### src/rtl/gadget_seq_pkg.sv
`default_nettype none
// ============================================================================
// gadget_seq_pkg : state encoding and parameter limits for gadget_rnd_seq
// Rev 1.0
// ============================================================================
package gadget_seq_pkg;

   localparam int RND_CYC_MAX = 8;
   localparam int LAT_MAX     = 63;

   typedef enum logic [2:0] {
      IDLE  = 3'd0,
      FETCH = 3'd1,
      FEED  = 3'd2,
      DRAIN = 3'd3,
      DONE  = 3'd4
   } state_t;

endpackage
`default_nettype wire

### src/rtl/rnd_buf.sv
`default_nettype none
// ============================================================================
// rnd_buf : RND_CYC x RND_W write-indexed randomness buffer, clear-on-read
// Rev 1.0
// ============================================================================
module rnd_buf
   import gadget_seq_pkg::*;
#(
   parameter int RND_CYC = 1,
   parameter int RND_W   = 64
)(
   input  logic                           clk,
   input  logic                           rst,
   input  logic                           i_wr_en,
   input  logic [RND_W-1:0]               i_wr_data,
   input  logic                           i_clr,
   input  logic                           i_rd_en,
   input  logic [$clog2(RND_CYC_MAX)-1:0] i_rd_idx,
   output logic [RND_W-1:0]               o_rd_data,
   output logic                           o_full
);

   logic [RND_W-1:0] r_mem [RND_CYC];
   logic [3:0]       r_cnt;
   logic [RND_W-1:0] w_rd_data;

   // Full flag: the current write fills the last free entry.
   assign o_full    = i_wr_en && (r_cnt == 4'(RND_CYC - 1));
   assign o_rd_data = w_rd_data;

   always_comb begin
      w_rd_data = '0;
      for (int i = 0; i < RND_CYC; i++) begin
         if (i_rd_idx == 3'(i)) w_rd_data = r_mem[i];
      end
      // Forward a word on the cycle it is written so it can be emitted at once.
      if (i_wr_en && (r_cnt[2:0] == i_rd_idx)) w_rd_data = i_wr_data;
   end

   always_ff @(posedge clk or negedge rst) begin
      if (!rst) begin
         r_cnt <= '0;
         for (int i = 0; i < RND_CYC; i++) r_mem[i] <= '0;
      end else begin
         if (i_clr)        r_cnt <= '0;
         else if (i_wr_en) r_cnt <= r_cnt + 4'd1;
         for (int i = 0; i < RND_CYC; i++) begin
            if (i_wr_en && (r_cnt[2:0] == 3'(i))) r_mem[i] <= i_wr_data;
            if (i_rd_en && (i_rd_idx == 3'(i)))   r_mem[i] <= '0;
         end
      end
   end

endmodule
`default_nettype wire

### src/rtl/gadget_rnd_seq.sv
`default_nettype none
// ============================================================================
// gadget_rnd_seq : prefetches per-run randomness and feeds a pipelined gadget.
// Optional gadget_done latency check: define GADGET_RND_SEQ_CHECK_EN.  Rev 1.0
// ============================================================================
module gadget_rnd_seq
   import gadget_seq_pkg::*;
#(
   parameter int LAT     = 4,
   parameter int RND_CYC = 1,
   parameter int RND_W   = 64
)(
   input  logic             clk,
   input  logic             rst,
   input  logic             start,
   output logic             busy,
   output logic             done,
   input  logic [RND_W-1:0] rnd_in,
   input  logic             rnd_in_valid,
   output logic             rnd_in_ready,
   output logic [RND_W-1:0] rng_0,
   output logic             active,
   output logic             gadget_en,
   input  logic             gadget_done,
   output logic             err
);

   if ((RND_CYC < 1) || (RND_CYC > RND_CYC_MAX) || (LAT < RND_CYC) || (LAT > LAT_MAX)) begin : g_bad_param
      $error("gadget_rnd_seq: illegal LAT/RND_CYC combination");
   end

   localparam logic [5:0] c_LAT_M1 = 6'(LAT - 1);
   localparam logic [5:0] c_CYC_M1 = 6'(RND_CYC - 1);
   localparam logic [5:0] c_CYC    = 6'(RND_CYC);

   state_t           r_state;
   logic [5:0]       r_cyc;
   logic             r_busy, r_done, r_ready, r_active, r_en;
   logic [RND_W-1:0] r_rng;

   logic             w_hs, w_full, w_last, w_feed_more, w_rd_en;
   logic [5:0]       w_nxt_k;
   logic [2:0]       w_rd_idx;
   logic [RND_W-1:0] w_rd_data;

   assign w_hs        = rnd_in_valid && r_ready && (r_state == FETCH);
   assign w_last      = w_hs && w_full;
   assign w_nxt_k     = r_cyc + 6'd1;
   assign w_feed_more = (r_state == FEED) && (w_nxt_k < c_CYC);
   assign w_rd_idx    = (r_state == FEED) ? w_nxt_k[2:0] : 3'd0;
   assign w_rd_en     = w_last || w_feed_more;

   rnd_buf #(
      .RND_CYC (RND_CYC),
      .RND_W   (RND_W)
   ) u_buf (
      .clk       (clk),
      .rst       (rst),
      .i_wr_en   (w_hs),
      .i_wr_data (rnd_in),
      .i_clr     (w_last),
      .i_rd_en   (w_rd_en),
      .i_rd_idx  (w_rd_idx),
      .o_rd_data (w_rd_data),
      .o_full    (w_full)
   );

   // r_cyc counts cycles since the enable cycle; it indexes FEED and times DRAIN.
   always_ff @(posedge clk or negedge rst) begin
      if (!rst) begin
         r_state  <= IDLE;
         r_cyc    <= '0;
         r_busy   <= 1'b0;
         r_done   <= 1'b0;
         r_ready  <= 1'b0;
         r_active <= 1'b0;
         r_en     <= 1'b0;
         r_rng    <= '0;
      end else begin
         r_done <= 1'b0;
         r_en   <= 1'b0;
         case (r_state)
            IDLE: begin
               if (start) begin
                  r_state <= FETCH;
                  r_busy  <= 1'b1;
                  r_ready <= 1'b1;
               end
            end
            FETCH: begin
               if (w_last) begin
                  r_state  <= FEED;
                  r_ready  <= 1'b0;
                  r_rng    <= w_rd_data;
                  r_active <= 1'b1;
                  r_en     <= 1'b1;
                  r_cyc    <= '0;
               end
            end
            FEED: begin
               r_cyc <= w_nxt_k;
               if (w_feed_more) begin
                  r_rng    <= w_rd_data;
                  r_active <= 1'b1;
               end else begin
                  r_rng    <= '0;
                  r_active <= 1'b0;
               end
               if (r_cyc == c_LAT_M1) begin
                  r_state <= DONE;
                  r_done  <= 1'b1;
               end else if (r_cyc == c_CYC_M1) begin
                  r_state <= DRAIN;
               end
            end
            DRAIN: begin
               r_cyc <= w_nxt_k;
               if (r_cyc == c_LAT_M1) begin
                  r_state <= DONE;
                  r_done  <= 1'b1;
               end
            end
            DONE: begin
               r_state <= IDLE;
               r_busy  <= 1'b0;
            end
            default: r_state <= IDLE;
         endcase
      end
   end

   assign busy         = r_busy;
   assign done         = r_done;
   assign rnd_in_ready = r_ready;
   assign rng_0        = r_rng;
   assign active       = r_active;
   assign gadget_en    = r_en;

`ifdef GADGET_RND_SEQ_CHECK_EN
   logic r_err;
   always_ff @(posedge clk or negedge rst) begin
      if (!rst)                        r_err <= 1'b0;
      else if (gadget_done != r_done)  r_err <= 1'b1;
   end
   assign err = r_err;
`else
   logic w_unused_gadget_done;
   assign w_unused_gadget_done = gadget_done;
   assign err = 1'b0;
`endif

endmodule
`default_nettype wire

### config.mk
export PLATFORM = sky130hd
export DESIGN_NAME = gadget_rnd_seq
export DESIGN_NICKNAME = d
export VERILOG_FILES = /design/src/rtl/gadget_seq_pkg.sv /design/src/rtl/rnd_buf.sv /design/src/rtl/gadget_rnd_seq.sv
export SDC_FILE = /design/constraint.sdc
export NUM_CORES = 1
export LEC_CHECK = 0
export CAP_MARGIN = 20
export CORE_MARGIN = 4
export CORE_UTILIZATION = 45
export DETAILED_ROUTE_END_ITERATION = 8
export PLACE_DENSITY = 0.72
export RECOVER_POWER = 25
export SYNTH_ARGS = -nofsm -noshare
export SYNTH_HDL_FRONTEND = slang
export SYNTH_SLANG_ARGS = --single-unit
### constraint.sdc
create_clock -name clk -period 3.06 [get_ports clk]
set_input_delay 0.612 -clock clk [delete_from_list [all_inputs] [get_ports clk]]
set_output_delay 0.612 -clock clk [all_outputs]
set_load 0.005 [all_outputs]
Word-level counts from Yosys, hierarchy flattened:

Cells that the tools add are included.

* order comparisons: 1
* reductions and logical operators: 26
* mux-type cells: 29
* bitwise operators: 0
* $mul: 0
* shifts and indexed selects: 0
* add/subtract/negate cells: 2
* equality and inequality tests: 10
* divide/modulo/power cells: 0

Operator list (count)
* $mux W64: 6
* $pmux W64 S2: 1
* $mux W3: 6
* $pmux W3 S4: 1
* $pmux W6 S2: 1
* $reduce_bool A2 Y1: 6
* $logic_not A3 Y1: 3
* $logic_and A1 B1 Y1: 8
* $mux W1: 8
* $mux W4: 2
* $add A6 B1 Y6 const B: 1
* $eq A3 B2 Y1 const B: 2
* $eq A6 B2 Y1 const B: 1
* $logic_not A6 Y1: 1
* $lt A6 B1 Y1 const B: 1
* $mux W6: 1
* $ne A2 B2 Y1 const B: 3
* $pmux W1 S2: 3
* $reduce_and A2 Y1: 3
* $add A4 B1 Y4 const B: 1
* $logic_not A4 Y1: 1
* $reduce_and A4 Y1: 1
* $eq A3 B1 Y1 const B: 1
* $eq A3 B3 Y1: 1
* 5 further kinds: 5

* bits in latches: 0
* logic and storage cells: 78
* RAM bits: 0
* memories kept: 0
* output and inout bits: 70
* flip-flop bits (word level): 146
* bits of input ports: 69
* memory bits (read-only): 0

Longest topological paths before layout:

Gate-level depths: netlist of the first run.

* word-level depth: 7
* gate-level depth with buffers: 9
* gate-level depth less buffers: 7

By module:

From an unflattened synthesis of the first run, not the netlist that was laid out.

* cells, all modules: 732
* area, all modules: 7050.5 µm²

Modules (own cells, without submodules)
* rnd_buf: sequential area each 1701.6 µm², area an instance 4046.4 µm², times used 1, cells each 511
* gadget_rnd_seq: sequential area each 1951.9 µm², area an instance 3004.1 µm², times used 1, cells each 221

Worst setup path after synthesis of the first run:

Ideal clock, no wire load.

* kind: register to register
* start point: register u_buf.r_cnt[0]
* end point: register r_rng[10], in the netlist rng_0[10]
* library setup time: 0.126 ns
* arrival time: 2.017 ns
* path buffers: 2
* slack: 0.917 ns
* stages on the path, launching flop included: 10
* required time: 2.934 ns
* period minus slack after synthesis: 2.143 ns
* cells stage by stage: dfrtp_1 inv_1 ha_1 nor3b_2 and3_1 buf_6 a41oi_2 nor2_2 buf_6 a221o_1

* longest elaborated chain between the ends: 5
* elaborated cells between the ends (all ways): 11
* those cells by class: 2 x eq/ne; 4 x mux; 5 x reduce/logical

Ends and longest elaborated chain
* start, declared: line rnd_buf.sv:24 `logic [3:0] r_cnt;`
* start signal, assigned: line rnd_buf.sv:46 `else if (i_wr_en) r_cnt <= r_cnt + 4'd1;`
* $eq A3 B3 Y1 / $logic_not A4 Y1 (equally long branches): line rnd_buf.sv:37, rnd_buf.sv:28
* $logic_and A1 B1 Y1, on equally long branches: line rnd_buf.sv:37, rnd_buf.sv:28
* $mux W64 / $logic_and A1 B1 Y1 (equally long branches): line rnd_buf.sv:37, gadget_rnd_seq.sv:47
* $mux W64 (tied with other cells): line gadget_rnd_seq.sv:102 `if (w_feed_more) begin`
* $pmux W64 S2 / $reduce_and A2 Y1 (equally long branches)
* end signal, assigned: line gadget_rnd_seq.sv:94 `r_rng <= w_rd_data;`
* end signal, assigned: line gadget_rnd_seq.sv:103 `r_rng <= w_rd_data;`
* end, declared: line gadget_rnd_seq.sv:39 `logic [RND_W-1:0] r_rng;`

Parallel ways exist; a longest one is shown, timed or not. The select of a mux whose other input is x is not followed.
A chain may end at the register's enable or synchronous reset.

Final worst setup path of the first run:

* start point: register u_buf.r_cnt[0]
* end point: register r_rng[21], in the netlist rng_0[21]

The elaborated chain is that of the path after synthesis.

==> results of run 1 <==
power breakdown:
part / switching [W] / internal [W] / total (W)
Sequential: 0.000427 / 0.00253 / 0.00296
Clock: 0.000778 / 0.00145 / 0.00223
Combinational: 0.00113 / 0.000993 / 0.00212
Total: 0.00234 / 0.00497 / 0.00731
metal layers:
| layer | up-vias | track usage | routed length (um) |
|---|---|---|---|
| met5 | - | 0 | 0 |
| met4 | 0 | 0.0797 | 264 |
| met3 | 23 | 0.0473 | 1020 |
| met2 | 231 | 0.353 | 8670 |
| met1 | 2707 | 0.278 | 7200 |
| li1 | 2428 | - | - |
per-stage QoR:
stage                      util  power, W  instances  hold WS (ns)  area [um^2]
final                     0.616   0.00731        919         0.504         8680
after global routing      0.616   0.00776        919         0.517         8680
after CTS                 0.617   0.00736        919         0.174         8700
after detailed placement  0.572   0.00510        887         0.493         8060
after global placement    0.572   0.00497        887         0.482         8060
after floorplan               -   0.00419        611         0.316         6590
sequential cells by signal, summed over array words and instances (netlist names):
register / flops
active: 1
busy: 1
done: 1
gadget_en: 1
r_cyc: 6
r_state: 3
rnd_in_ready: 1
rng_0: 64
u_buf.r_cnt: 4
u_buf.r_mem: 64
layout make-up:
cell class	instances	area share
Sequential cell	146	0.421
Multi-Input combinational cell	406	0.300
Timing Repair Buffer	151	0.177
Clock buffer	23	0.0562
Tap cell	180	0.0260
Clock inverter	9	0.0174
Inverter	4	0.00173
worst max-delay path by stage:
stage / startpoint / end / slack (ns) / depth (start not counted)
floorplan: u_buf.r_cnt[0] / rng_0[10] / 0.92 / 9
global route: u_buf.r_cnt[0] / rng_0[0] / 0.23 / 8
global placement: rnd_in_valid / rng_0[6] / 0.28 / 7
CTS: u_buf.r_cnt[0] / rng_0[62] / 0.44 / 8
detailed placement: rnd_in_valid / rng_0[21] / 0.17 / 7
finish: u_buf.r_cnt[0] / rng_0[21] / 0.43 / 8
worst reg2reg max path, cell delays in order (launching register included):
cell     delay, ns
dfrtp_1       0.42
inv_1         0.10
ha_1          0.20
nor3b_2       0.35
and3_1        0.42
a41oi_2       0.14
nor2_4        0.44
buf_12        0.26
a221o_1       0.22
synthesized netlist by cell type, drive strengths merged (4+ instances only):
library cell,number
dfrtp,146
inv,4
and2,66
buf,24
clkbuf,31
a21oi,68
ha,4
nand3,69
nor2,11
o31ai,4
a221o,64
o21ai,10
nand2,73
logic make-up after synthesis:
logic type	count (synthesis)	synth area share
xor+xnor	3	0.00399
other cells	1	0.000569
mux	1	0.00171
flops	146	0.555
simple gates	241	0.201
compound gates	156	0.177
fa+ha+maj	4	0.00760
buf+inv	59	0.0534
==> results.yml, run 1 <==
run_status:
  run_status: "finished clean"
drt:
  drcViolationCount: 0
  wire_per_inst_um: 18.7
  post_drt_via_cell_ratio: 5.86
  drtIter0Drc: 376
  wl_mm: 17.2
  ant_nets: 0
  dr.pass1.iters: 5
  vias: 5389
synth:
  synth.cell_area_um2: 6590
  synth_edf_count: 0
  seq_area_frac_synth: 0.555
  yosysUniqueCellTypes: 49
  async_reset_ff_frac: 1.00
  yosysWarningCount: 0
  ys_seq_elements: 146
  syn-num-nets: 684
  netlist.area_leader.share: 0.555
  yosysTopAreaCell: "dfrtp_1"
  netlist_top_cells_area: "dfrtp_1, a221o_1, and2_2"
  synthFlopType: "dfrtp_1"
  synthCells: 611
  postSynthAreaPerCell_um2: 10.8
floorplan:
  start_util: 0.467
  rows: 43
  core_area_um2: 14100
  die_h_um: 129
  die_area_um2: 16600
  die_w_um: 129
  ios: 139
layout:
  nFillCells: 1133
  nNetsFinal: 799
  syn2layout_area_growth_pct: 31.7
  multiInputGateArea_um2: 2600
  mostFrequentLayoutCells: "dfrtp_1, clkdlybuf4s50_1, nand2_1, nand3_1, a21oi_1"
  diodes: 0
  final_common_cell: "dfrtp_1"
  final_layout_size_suffix_gt1_frac: 0.160
  ff_latch_area_um2: 3650
placed_design:
  dpl.hpwl_mm: 10.8
  pre_cts_slack_ns: 0.168
  port_buffers: 136
  place_congestion: 0.792
sta:
  final_hold_viol_count: 0
  fin_crit_sh: 0.858
  maxSlewHeadroom: 0.0613
  rsz0062_at_grt: "no"
  finalSetupViolCount: 0
  post-route-min-period_ns: 2.63
  fmax_mhz: 381
  worst_slack_ns: 0.435
  tightest_slew_ns: 1.41
  fin_tns_setup_ns: 0
  skew_ns: 0.00716
  finalMaxSlewViolations: 0
global_route:
  grt_pass1_wl_mm: 28.4
  grt_pass1_vias: 5677
  globalRouteTotalUtil: 0.214
  antenna_found_initial: 0
  grt_max_degree: 70
  grt.overflow.total: 0
worst_setup_path:
  crit_type: "flop to flop"
  crit_arrival_ns: 2.97
  max_stage_delay_ns: 0.44
  r2r-end: "rng_0[21]"
  cp_max_fo: 33
  critPathCaptureType: "flop"
  crit_chain: "inv_1 -> ha_1 -> nor3b_2 -> and3_1 -> a41oi_2 -> nor2_4 -> buf_12 -> a221o_1"
  startpoint_type: "flop"
  ff2ff_path_depth: 8
  r2r_setup_slack_ns: 0.43
  r2r-start: "u_buf.r_cnt[0]"
  worst_ep_required_time_ns: 3.40
  cp_slowest_cell: "nor2_4"
  crit_family: "simple AND/OR/NAND/NOR gates"
  cp.buffers_inverters: 2
worst_hold_path:
  hold_class: "flop to flop"
  hold_end: "rng_0[12]"
  holdPathStages: 1
  min-delay-start: "u_buf.r_mem[12]"
clock_tree:
  post_cts_buffers: 0
  root_buffer: "clkbuf_16"
  clk_pin_slew_ns: 0.06
  htree_levels: 4
  postCtsResizedCells: 0
  numCtsBuffers: 17
  tritoncts: "yes"
  cts-hold-fix-buffers: 0
  clockBufferDepth: 2
  cts_sinks: 146
  clock_latency_ns: 0.41
power:
  cellLeakagePower_nw: 3.80
  peakVddDrop_mv: 0.564
  p_per_area_nw_per_um2: 842
job:
  cap_violations: 0
(Power assumes the default switching activity.)
==> run 2: changes to the inputs <==
CORE_UTILIZATION = 39   (was 45)
HOLD_SLACK_MARGIN = 0.03   (was not set)
PLACE_DENSITY = not set   (was 0.72)
==> results.yml, run 2 (synthesized netlist as in run 1, its figures left out) <==
clock_tree:
  clk_pin_slew_ns: 0.06
  cts_sinks: 146
  clockBufferDepth: 2
  cts-hold-fix-buffers: 0
  clock_latency_ns: 0.42
  htree_levels: 4
  root_buffer: "clkbuf_16"
  postCtsResizedCells: 0
  post_cts_buffers: 0
  tritoncts: "yes"
  numCtsBuffers: 17
worst_setup_path:
  crit_arrival_ns: 2.83
  cp_max_fo: 20
  cp_slowest_cell: "ha_1"
  crit_chain: "ha_1 -> xnor2_1 -> nor3b_1 -> nor2_1 -> a311oi_4 -> buf_4 -> a221o_1"
  r2r_setup_slack_ns: 0.59
  worst_ep_required_time_ns: 3.42
  critPathCaptureType: "flop"
  startpoint_type: "flop"
  max_stage_delay_ns: 0.46
  crit_type: "flop to flop"
floorplan:
  core_area_um2: 16600
  die_w_um: 138
  ios: 139
  rows: 47
  die_h_um: 138
  die_area_um2: 19000
  start_util: 0.397
layout:
  mostFrequentLayoutCells: "dfrtp_1, clkdlybuf4s50_1, nand2_1, nand3_1, a21oi_1"
  diodes: 0
  nFillCells: 1405
  final_common_cell: "dfrtp_1"
  final_area_um2: 8740
  final_layout_size_suffix_gt1_frac: 0.162
  syn2layout_area_growth_pct: 32.6
  nNetsFinal: 799
power:
  pwr-share-comb: 0.285
  netSwitchingFraction: 0.318
  switching_power_w: 0.00235
  clock_power_share: 0.317
  peakVddDrop_mv: 0.493
  p_per_area_nw_per_um2: 845
  cellLeakagePower_nw: 3.81
  sequentialPowerShare: 0.399
  intPower_w: 0.00504
drt:
  post_drt_via_cell_ratio: 5.47
  wl_mm: 17.3
  ant_nets: 0
  vias: 5242
  drcViolationCount: 0
  dr.pass1.iters: 5
  drtIter0Drc: 348
  wire_per_inst_um: 18.0
sta:
  finalSetupViolCount: 0
  fmax_mhz: 405
  skew_ns: 0.00736
  fin_crit_sh: 0.807
  finalMaxSlewViolations: 0
  fin_tns_setup_ns: 0
  post-route-min-period_ns: 2.47
  maxSlewHeadroom: 0.0567
  final_hold_viol_count: 0
  worst_slack_ns: 0.591
  tightest_slew_ns: 1.42
  holdWs_ns: 0.499
  rsz0062_at_grt: "no"
global_route:
  grt.overflow.total: 0
  groute.layer.met1.usage: 0.242
  antenna_found_initial: 0
  busiest_layer: "met2"
  grt_max_degree: 67
  grt_pass1_wl_mm: 27.7
  grt_pass1_vias: 5355
  globalRouteTotalUtil: 0.187
  use_met2: 0.307
  grtUsageMet3: 0.0464
placed_design:
  pre_cts_slack_ns: 0.318
  place_area_um2: 8090
  dpl.hpwl_mm: 10.5
  port_buffers: 136
  place_congestion: 0.778
worst_hold_path:
  hold_class: "input port to asynchronous set/reset pin"
run_status:
  run_status: "finished clean"
job:
  cap_violations: 0
-- run 2: changes by cell type in the layout (fill, tap and decap cells not counted) --
| cell | previous run | this run |
|---|---|---|
| buf_4 | 7 | 10 |
| inv_6 | 0 | 3 |
| buf_12 | 6 | 4 |
| clkbuf_1 | 3 | 1 |
| clkinv_2 | 3 | 1 |
| bufinv_16 | 4 | 5 |
| clkbuf_8 | 4 | 3 |
-- run 2: cell type report --
| type | count | area (um^2) | share of cell area |
|---|---|---|---|
| Sequential cell | 146 | 3650 | 0.418 |
| Timing Repair Buffer | 151 | 1520 | 0.174 |
| Tap cell | 220 | 275 | 0.0315 |
| Inverter | 4 | 15.0 | 0.00172 |
| Clock inverter | 11 | 198 | 0.0226 |
| Clock buffer | 21 | 470 | 0.0539 |
| Multi-Input combinational cell | 406 | 2600 | 0.298 |
-- run 2: worst max-delay path: cells and delay by family (launching register included) --
family	cells	cell delay [ns]
simple gates	2	0.44
fa+ha+maj	1	0.46
compound gates	2	0.54
buf+inv	1	0.33
xor+xnor	1	0.21
flops	1	0.42
-- run 2: through the flow --
step / instances / util / total power (W)
2_1_floorplan: 611 / - / 0.00419
3_3_place_gp: 927 / 0.488 / 0.00500
3_5_place_dp: 927 / 0.488 / 0.00508
4_1_cts: 959 / 0.528 / 0.00745
5_1_grt: 959 / 0.527 / 0.00784
6_report: 959 / 0.527 / 0.00739
-- run 2: path summary, 6_finish.rpt --
check,startpoint,end,cells after the start
hold / removal,rst,u_buf.r_mem[8],1
hold reg to reg,u_buf.r_mem[63],rng_0[63],1
min in group clk,u_buf.r_mem[63],rng_0[63],1
setup reg to reg,r_cyc[0],rng_0[43],7
max in group asynchronous,rst,u_buf.r_cnt[3],2
setup / recovery,r_cyc[0],rng_0[43],7
-- run 2: power groups by stage --
stage / clock [W] / sequential, W / combinational (W)
finish: 0.00234 / 0.00294 / 0.00210
global route: 0.00247 / 0.00302 / 0.00235
CTS: 0.00238 / 0.00294 / 0.00214
detailed placement: 0 / 0.00296 / 0.00213
global placement: 0 / 0.00294 / 0.00207
floorplan: 0 / 0.00284 / 0.00135
-- run 2: per-layer routing --
layer  up-vias  routed length (um)
li1       2434                   -
met1      2616                7530
met2       174                8320
met3        18                1200
met4         0                 243
met5         -                   0
